`src/rtl/pong_pkg.sv`:
```
// Shared FSM encoding, direction bits and default geometry for the pong engine.
package pong_pkg;

   typedef enum logic [1:0] {
      ST_IDLE  = 2'd0,
      ST_SERVE = 2'd1,
      ST_PLAY  = 2'd2,
      ST_OVER  = 2'd3
   } state_t;

   localparam logic DIR_RIGHT = 1'b1;
   localparam logic DIR_LEFT  = 1'b0;
   localparam logic DIR_DOWN  = 1'b1;
   localparam logic DIR_UP    = 1'b0;

   localparam int DEF_H_ACTIVE     = 640;
   localparam int DEF_V_ACTIVE     = 480;
   localparam int DEF_PADDLE_H     = 64;
   localparam int DEF_PADDLE_W     = 8;
   localparam int DEF_BALL_SZ      = 8;
   localparam int DEF_PADDLE_STEP  = 4;
   localparam int DEF_BALL_STEP    = 2;
   localparam int DEF_WIN_SCORE    = 7;
   localparam int DEF_SERVE_FRAMES = 60;
   localparam int DEF_SCORE_W      = 4;

endpackage

```
`src/rtl/pong_paddle.sv`:
```
// One paddle: per-frame up/down step with clamping to the visible column.
module pong_paddle
   import pong_pkg::*;
#(
   parameter int V_ACTIVE    = DEF_V_ACTIVE,
   parameter int PADDLE_H    = DEF_PADDLE_H,
   parameter int PADDLE_STEP = DEF_PADDLE_STEP
) (
   input  logic       i_clock,
   input  logic       i_reset,
   input  logic       i_en,
   input  logic       i_up,
   input  logic       i_down,
   output logic [9:0] o_y
);

   localparam logic [10:0] Y_MAX = 11'(V_ACTIVE - PADDLE_H);
   localparam logic [10:0] STEP  = 11'(PADDLE_STEP);
   localparam logic [9:0]  Y_RST = 10'((V_ACTIVE - PADDLE_H) / 2);

   logic [9:0]  r_y;
   logic [10:0] w_y;
   logic [10:0] w_dn;
   logic [9:0]  w_next;

   // 11-bit math so neither direction can wrap before the clamp
   always_comb begin
      w_y    = {1'b0, r_y};
      w_dn   = w_y + STEP;
      w_next = r_y;
      if (i_up && !i_down)
         w_next = (w_y < STEP) ? 10'd0 : 10'(w_y - STEP);
      else if (i_down && !i_up)
         w_next = (w_dn > Y_MAX) ? Y_MAX[9:0] : w_dn[9:0];
   end

   always_ff @(posedge i_clock) begin
      if (!i_reset)
         r_y <= Y_RST;
      else if (i_en)
         r_y <= w_next;
   end

   assign o_y = r_y;

endmodule

```
`src/rtl/pong_game_engine.sv`:
```
// Pong game state: serve/play/score FSM, ball physics and two paddles.
// Define PONG_AI_PLAYER_EN to make the right paddle track the ball.
module pong_game_engine
   import pong_pkg::*;
#(
   parameter int H_ACTIVE     = DEF_H_ACTIVE,
   parameter int V_ACTIVE     = DEF_V_ACTIVE,
   parameter int PADDLE_H     = DEF_PADDLE_H,
   parameter int PADDLE_W     = DEF_PADDLE_W,
   parameter int BALL_SZ      = DEF_BALL_SZ,
   parameter int PADDLE_STEP  = DEF_PADDLE_STEP,
   parameter int BALL_STEP    = DEF_BALL_STEP,
   parameter int WIN_SCORE    = DEF_WIN_SCORE,
   parameter int SERVE_FRAMES = DEF_SERVE_FRAMES,
   parameter int SCORE_W      = DEF_SCORE_W
) (
   input  logic               i_clock,
   input  logic               i_reset,
   input  logic               i_frame_tick,
   input  logic [1:0]         i_up_but,
   input  logic [1:0]         i_down_but,
   input  logic               i_start,
   output logic [9:0]         o_paddle_l_y,
   output logic [9:0]         o_paddle_r_y,
   output logic [9:0]         o_ball_x,
   output logic [9:0]         o_ball_y,
   output logic [SCORE_W-1:0] o_score_l,
   output logic [SCORE_W-1:0] o_score_r,
   output logic [1:0]         o_state,
   output logic               o_winner
);

   localparam int CNT_W = $clog2(SERVE_FRAMES + 2);
   localparam logic [9:0] BX_C = 10'((H_ACTIVE - BALL_SZ) / 2);
   localparam logic [9:0] BY_C = 10'((V_ACTIVE - BALL_SZ) / 2);
   localparam logic signed [11:0] S_BSTEP  = 12'(BALL_STEP);
   localparam logic signed [11:0] S_BY_MAX = 12'(V_ACTIVE - BALL_SZ);
   localparam logic signed [11:0] S_BX_MAX = 12'(H_ACTIVE - BALL_SZ);
   localparam logic signed [11:0] S_FACE_L = 12'(PADDLE_W);
   localparam logic signed [11:0] S_FACE_R = 12'(H_ACTIVE - PADDLE_W - BALL_SZ);
   localparam logic signed [11:0] S_PH_M1  = 12'(PADDLE_H - 1);
   localparam logic signed [11:0] S_B_M1   = 12'(BALL_SZ - 1);

   state_t             r_state;
   logic [9:0]         r_bx, r_by;
   logic               r_dx, r_dy;
   logic [CNT_W-1:0]   r_cnt;
   logic [SCORE_W-1:0] r_score_l, r_score_r;
   logic               r_winner;

   logic [9:0]         w_pl, w_pr;
   logic               w_pad_en, w_r_up, w_r_dn;
   logic signed [11:0] w_bx_s, w_by_s, w_pl_s, w_pr_s, w_nx, w_ny_raw, w_ny;
   logic               w_dy_nx, w_ov_l, w_ov_r;
   logic               w_hit_l, w_hit_r, w_miss_l, w_miss_r;
   logic [SCORE_W-1:0] w_sl_inc, w_sr_inc;

   assign w_pad_en = i_frame_tick && (r_state == ST_SERVE || r_state == ST_PLAY);

`ifdef PONG_AI_PLAYER_EN
   localparam logic signed [11:0] S_AI_OFS = 12'((PADDLE_H - BALL_SZ) / 2);
   localparam logic signed [11:0] S_PSTEP  = 12'(PADDLE_STEP);
   logic signed [11:0] w_tgt;
   assign w_tgt  = w_by_s - S_AI_OFS;
   assign w_r_up = w_tgt < (w_pr_s - S_PSTEP);
   assign w_r_dn = w_tgt > (w_pr_s + S_PSTEP);
`else
   assign w_r_up = i_up_but[1];
   assign w_r_dn = i_down_but[1];
`endif

   pong_paddle #(.V_ACTIVE(V_ACTIVE), .PADDLE_H(PADDLE_H), .PADDLE_STEP(PADDLE_STEP)) u_pad_l (
      .i_clock(i_clock), .i_reset(i_reset), .i_en(w_pad_en),
      .i_up(i_up_but[0]), .i_down(i_down_but[0]), .o_y(w_pl)
   );

   pong_paddle #(.V_ACTIVE(V_ACTIVE), .PADDLE_H(PADDLE_H), .PADDLE_STEP(PADDLE_STEP)) u_pad_r (
      .i_clock(i_clock), .i_reset(i_reset), .i_en(w_pad_en),
      .i_up(w_r_up), .i_down(w_r_dn), .o_y(w_pr)
   );

   // Hit tests use the paddle rows from before this frame's paddle move
   always_comb begin
      w_bx_s   = $signed({2'b00, r_bx});
      w_by_s   = $signed({2'b00, r_by});
      w_pl_s   = $signed({2'b00, w_pl});
      w_pr_s   = $signed({2'b00, w_pr});
      w_nx     = (r_dx == DIR_RIGHT) ? w_bx_s + S_BSTEP : w_bx_s - S_BSTEP;
      w_ny_raw = (r_dy == DIR_DOWN)  ? w_by_s + S_BSTEP : w_by_s - S_BSTEP;
      w_ny     = w_ny_raw;
      w_dy_nx  = r_dy;
      if (w_ny_raw <= 12'sd0) begin
         w_ny    = 12'sd0;
         w_dy_nx = DIR_DOWN;
      end else if (w_ny_raw >= S_BY_MAX) begin
         w_ny    = S_BY_MAX;
         w_dy_nx = DIR_UP;
      end
      w_ov_l   = (w_ny <= w_pl_s + S_PH_M1) && (w_pl_s <= w_ny + S_B_M1);
      w_ov_r   = (w_ny <= w_pr_s + S_PH_M1) && (w_pr_s <= w_ny + S_B_M1);
      w_hit_l  = (r_dx == DIR_LEFT)  && (w_bx_s >= S_FACE_L) && (w_nx <= S_FACE_L) && w_ov_l;
      w_hit_r  = (r_dx == DIR_RIGHT) && (w_bx_s <= S_FACE_R) && (w_nx >= S_FACE_R) && w_ov_r;
      w_miss_l = (r_dx == DIR_LEFT)  && !w_hit_l && (w_nx <= 12'sd0);
      w_miss_r = (r_dx == DIR_RIGHT) && !w_hit_r && (w_nx >= S_BX_MAX);
      w_sl_inc = (&r_score_l) ? r_score_l : r_score_l + 1'b1;
      w_sr_inc = (&r_score_r) ? r_score_r : r_score_r + 1'b1;
   end

   always_ff @(posedge i_clock) begin
      if (!i_reset) begin
         r_state   <= ST_IDLE;
         r_bx      <= BX_C;
         r_by      <= BY_C;
         r_dx      <= DIR_RIGHT;
         r_dy      <= DIR_DOWN;
         r_cnt     <= '0;
         r_score_l <= '0;
         r_score_r <= '0;
         r_winner  <= 1'b0;
      end else begin
         case (r_state)
            ST_IDLE: if (i_start) begin
               r_score_l <= '0;
               r_score_r <= '0;
               r_cnt     <= CNT_W'(SERVE_FRAMES);
               r_dx      <= DIR_RIGHT;
               r_dy      <= DIR_DOWN;
               r_state   <= ST_SERVE;
            end
            ST_OVER: if (i_start) begin
               r_score_l <= '0;
               r_score_r <= '0;
               r_cnt     <= CNT_W'(SERVE_FRAMES);
               r_state   <= ST_SERVE;
            end
            ST_SERVE: if (i_frame_tick) begin
               r_bx <= BX_C;
               r_by <= BY_C;
               if (r_cnt == '0) r_state <= ST_PLAY;
               else             r_cnt   <= r_cnt - 1'b1;
            end
            ST_PLAY: if (i_frame_tick) begin
               r_bx <= w_nx[9:0];
               r_by <= w_ny[9:0];
               r_dy <= w_dy_nx;
               if (w_hit_l) begin
                  r_bx <= S_FACE_L[9:0];
                  r_dx <= DIR_RIGHT;
               end else if (w_hit_r) begin
                  r_bx <= S_FACE_R[9:0];
                  r_dx <= DIR_LEFT;
               end else if (w_miss_l || w_miss_r) begin
                  // Point: re-centre and serve toward the player who lost it
                  r_bx <= BX_C;
                  r_by <= BY_C;
                  r_dx <= w_miss_l ? DIR_LEFT : DIR_RIGHT;
                  if (w_miss_l) r_score_r <= w_sr_inc;
                  else          r_score_l <= w_sl_inc;
                  if ((w_miss_l ? w_sr_inc : w_sl_inc) == SCORE_W'(WIN_SCORE)) begin
                     r_state  <= ST_OVER;
                     r_winner <= w_miss_l;
                  end else begin
                     r_state <= ST_SERVE;
                     r_cnt   <= CNT_W'(SERVE_FRAMES);
                  end
               end
            end
            default: r_state <= ST_IDLE;
         endcase
      end
   end

   assign o_paddle_l_y = w_pl;
   assign o_paddle_r_y = w_pr;
   assign o_ball_x     = r_bx;
   assign o_ball_y     = r_by;
   assign o_score_l    = r_score_l;
   assign o_score_r    = r_score_r;
   assign o_state      = r_state;
   assign o_winner     = r_winner;

endmodule

```
`config.mk`:
```
export PLATFORM = sky130hd
export DESIGN_NAME = pong_game_engine
export DESIGN_NICKNAME = d
export VERILOG_FILES = /design/src/rtl/pong_pkg.sv /design/src/rtl/pong_paddle.sv /design/src/rtl/pong_game_engine.sv
export SDC_FILE = /design/constraint.sdc
export NUM_CORES = 1
export LEC_CHECK = 0
export BUFFER_PORTS_ARGS = -buffer_cell sky130_fd_sc_hd__buf_2
export CORE_UTILIZATION = 60
export DETAILED_ROUTE_END_ITERATION = 7
export GPL_TIMING_DRIVEN = 0
export PLACE_DENSITY = 0.81
export SYNTH_ARGS = -nofsm -noshare
export SYNTH_HDL_FRONTEND = slang
export SYNTH_SLANG_ARGS = --single-unit
```
`constraint.sdc`:
```
create_clock -name i_clock -period 6.2 [get_ports i_clock]
set_input_delay 1.24 -clock i_clock [delete_from_list [all_inputs] [get_ports i_clock]]
set_output_delay 1.24 -clock i_clock [all_outputs]
set_load 0.02 [all_outputs]
```
==> metrics.yaml <==
status: "finished clean"
cts_max_path_buffers: 2
worstMarginPinSlew_ns: 0.861
r2r_cells: 29
r2r-start: "o_ball_y[1]$_SDFFE_PN0P_"
reg2reg_slack_ns: 0.22
r2r_end: "o_state[1]$_SDFFE_PN0P_"
slew_violations: 0
ys.flop_type: "dfxtp_1"
cpMostUsedCell: "nor2_1"
slowest_stage: "a2111o_1"
grt_pass1_vias: 5836
p_total_uw: 1140
max_freq_mhz: 167
path_clk_slew_ns: 0.10
die_x_microns: 100
dpl.hpwl_microns: 13000
numCtsBuffers: 5
synth-async-reset-ratio: 0
htreeDepth: 2
post-route-period-util: 0.964
endpoint_kind: "flop"
maxSlewHeadroom: 0.421
overflow: 0
yosys-top-cells-count: "nor2_1, nand2_1, ha_1, dfxtp_1, a21oi_1"
p_leak_uw: 0.00260
synth_seq_cells: 54
syn2layout_area_growth_pct: 11.7
grt_max_degree: 16
wl_per_cell_microns: 17.4
yosysTopAreaCellShare: 0.186
rows: 35
synth_area_leader_cell: "dfxtp_1"
clock_skew_ns: 0.0165
hold_viol_final: 0
internal_power_uw: 647
cts_sinks: 54
antenna_found_initial: 0
antenna_cells: 0
ys_top_cells_by_area: "dfxtp_1, ha_1, nor2_1, nand2_1, a21oi_1"
fin_crit_ns: 5.98
synth_area_sq_um: 5810
drc: 0
port_buffers: 52
maxCapViolations: 0
routed_via_density: 6.56
placed_area_sq_um: 6260
drt_iter0_drc: 458
critPathLaunchType: "flop"
drtPass1Iterations: 5
synth.most_common_cell: "nor2_1"
min_path_type: "reg2reg"
swShare: 0.434
tritoncts: "yes"
core_sq_um: 9330
avgSynthCellArea_sq_um: 7.33
postRouteAntennaNets: 0
path_max_fanout: 8
grt_usage: 0.339
finalNonFillerCells: 995
whs_endpoint: "r_cnt[1]$_SDFFE_PN0P_"
synth.distinct_cells: 81
p_comb_frac: 0.455
start_util: 0.623
dieArea_sq_um: 10100
synthCells: 792
stdcell_area_sq_um: 6490
yosys_warnings: 0
arrival_ns: 6.20
ir_worst_vdd_v: 0.000170
hold_depth: 2
drive_above_1_share: 0.133
yosysSeqAreaShare: 0.186
finalNetCount: 930
required_ns: 6.42
synth_edf_count: 0
p_seq_frac: 0.366
vias: 6526
p_sw_uw: 495
insertion_delay_ns: 0.32
setup_viol_count_final: 0
power.density_nw_per_um2: 176
critical_path_class: "reg2reg"
die_h_microns: 100
ios: 59
p_clk_frac: 0.179
hp-start: "r_cnt[1]$_SDFFE_PN0P_"
placed_cells: 982
place_congestion: 0.993
detail_route.wirelength_microns: 17300
slowest_delay_ns: 0.47
clockRootBuffer: "clkbuf_8"
grt_pass1_wl_microns: 27700
holdWs_ns: 0.503
==> state kept, by name (all words and copies together), names as in the netlist <==
register and count:
o_ball_x 9, r_dy 1, u_pad_l.o_y 8, u_pad_r.o_y 8, o_state 2, r_cnt 6, o_score_r 4, r_dx 1
o_winner 1, o_score_l 4, o_ball_y 10
==> cell type report <==
type                            count  area, sq um
Buffer                             54          248
Clock buffer                        6         72.6
Clock inverter                      1         7.51
Fill cell                         839         2840
Inverter                           36          135
Multi-Input combinational cell    657         4480
Sequential cell                    54         1080
Tap cell                          129          161
Timing Repair Buffer               58          305
==> cells by family after synthesis <==
logic type,count (synthesis),share of synthesized area
XOR/XNOR,30,0.0452
adder cells (fa/ha/maj),58,0.124
buffers and inverters,90,0.0655
other,2,0.00129
AO/OA/AOI/OAI,226,0.271
flip-flops,54,0.186
AND/OR/NAND/NOR,326,0.296
multiplexers,6,0.0106
==> worst max path at each step <==
stage,startpoint,to,cells after the start
after floorplan,o_ball_y[1]$_SDFFE_PN0P_,o_ball_x[5]$_SDFFE_PN1P_,28
after global placement,o_ball_y[1]$_SDFFE_PN0P_,o_ball_x[5]$_SDFFE_PN1P_,28
after detailed placement,o_ball_y[1]$_SDFFE_PN0P_,o_ball_x[5]$_SDFFE_PN1P_,28
after CTS,o_ball_y[1]$_SDFFE_PN0P_,o_score_l[2]$_SDFFE_PN0P_,27
after global routing,o_ball_y[1]$_SDFFE_PN0P_,o_state[1]$_SDFFE_PN0P_,29
final,o_ball_y[1]$_SDFFE_PN0P_,o_state[1]$_SDFFE_PN0P_,29
==> what timing repair did <==
item,CTS,global route
pin swaps,1,5
setup buffers,3,3
gates cloned,0,0
resized for setup,1,16
endpoints found under the setup margin,16,32
hold buffers,0,0
==> stage by stage <==
step            util  TNS (ns)  setup WS, ns
3_5_place_dp   0.671    -0.614       -0.0986
3_3_place_gp   0.671         0        0.0816
2_1_floorplan      -         0         0.761
5_1_grt        0.696   -0.0950       -0.0377
4_1_cts        0.683         0       0.00268
6_report       0.696         0         0.225
==> layer usage <==
layer	up-vias	GRT usage	routed length [microns]
met5	-	0	0
met4	0	0.145	698
met3	76	0.0348	1320
met2	341	0.562	7980
met1	3014	0.446	7310
li1	3095	-	-
==> critical path, delay by kind of cell, from the launching register on <==
family / cells / cell delay (ns)
AOI/OAI and AO/OA: 10 / 2.07
and+or+nand+nor: 11 / 1.77
adders and majority gates: 3 / 0.80
buffers and inverters: 4 / 0.59
DFF: 1 / 0.35
xor gates and xnor gates: 1 / 0.28
==> power groups by stage <==
stage	sequential, uW	clock (uW)	combinational, uW
floorplan	432	0	365
global placement	422	0	477
global route	423	215	573
CTS	417	203	503
detailed placement	425	0	499
finish	418	204	520
==> cells in the final DEF, fill, tap and decap left out, types with 34 or more instances in the layout <==
cell type,netlist,routed
a21oi_1,45,44
buf_2,7,58
dfxtp_1,54,54
inv_1,35,35
ha_1,56,55
nand3_1,36,36
nor2_1,74,74
nand2_1,64,64
clkbuf_1,33,34
o21ai_0,38,38
Power figures use the tool's default switching activity.
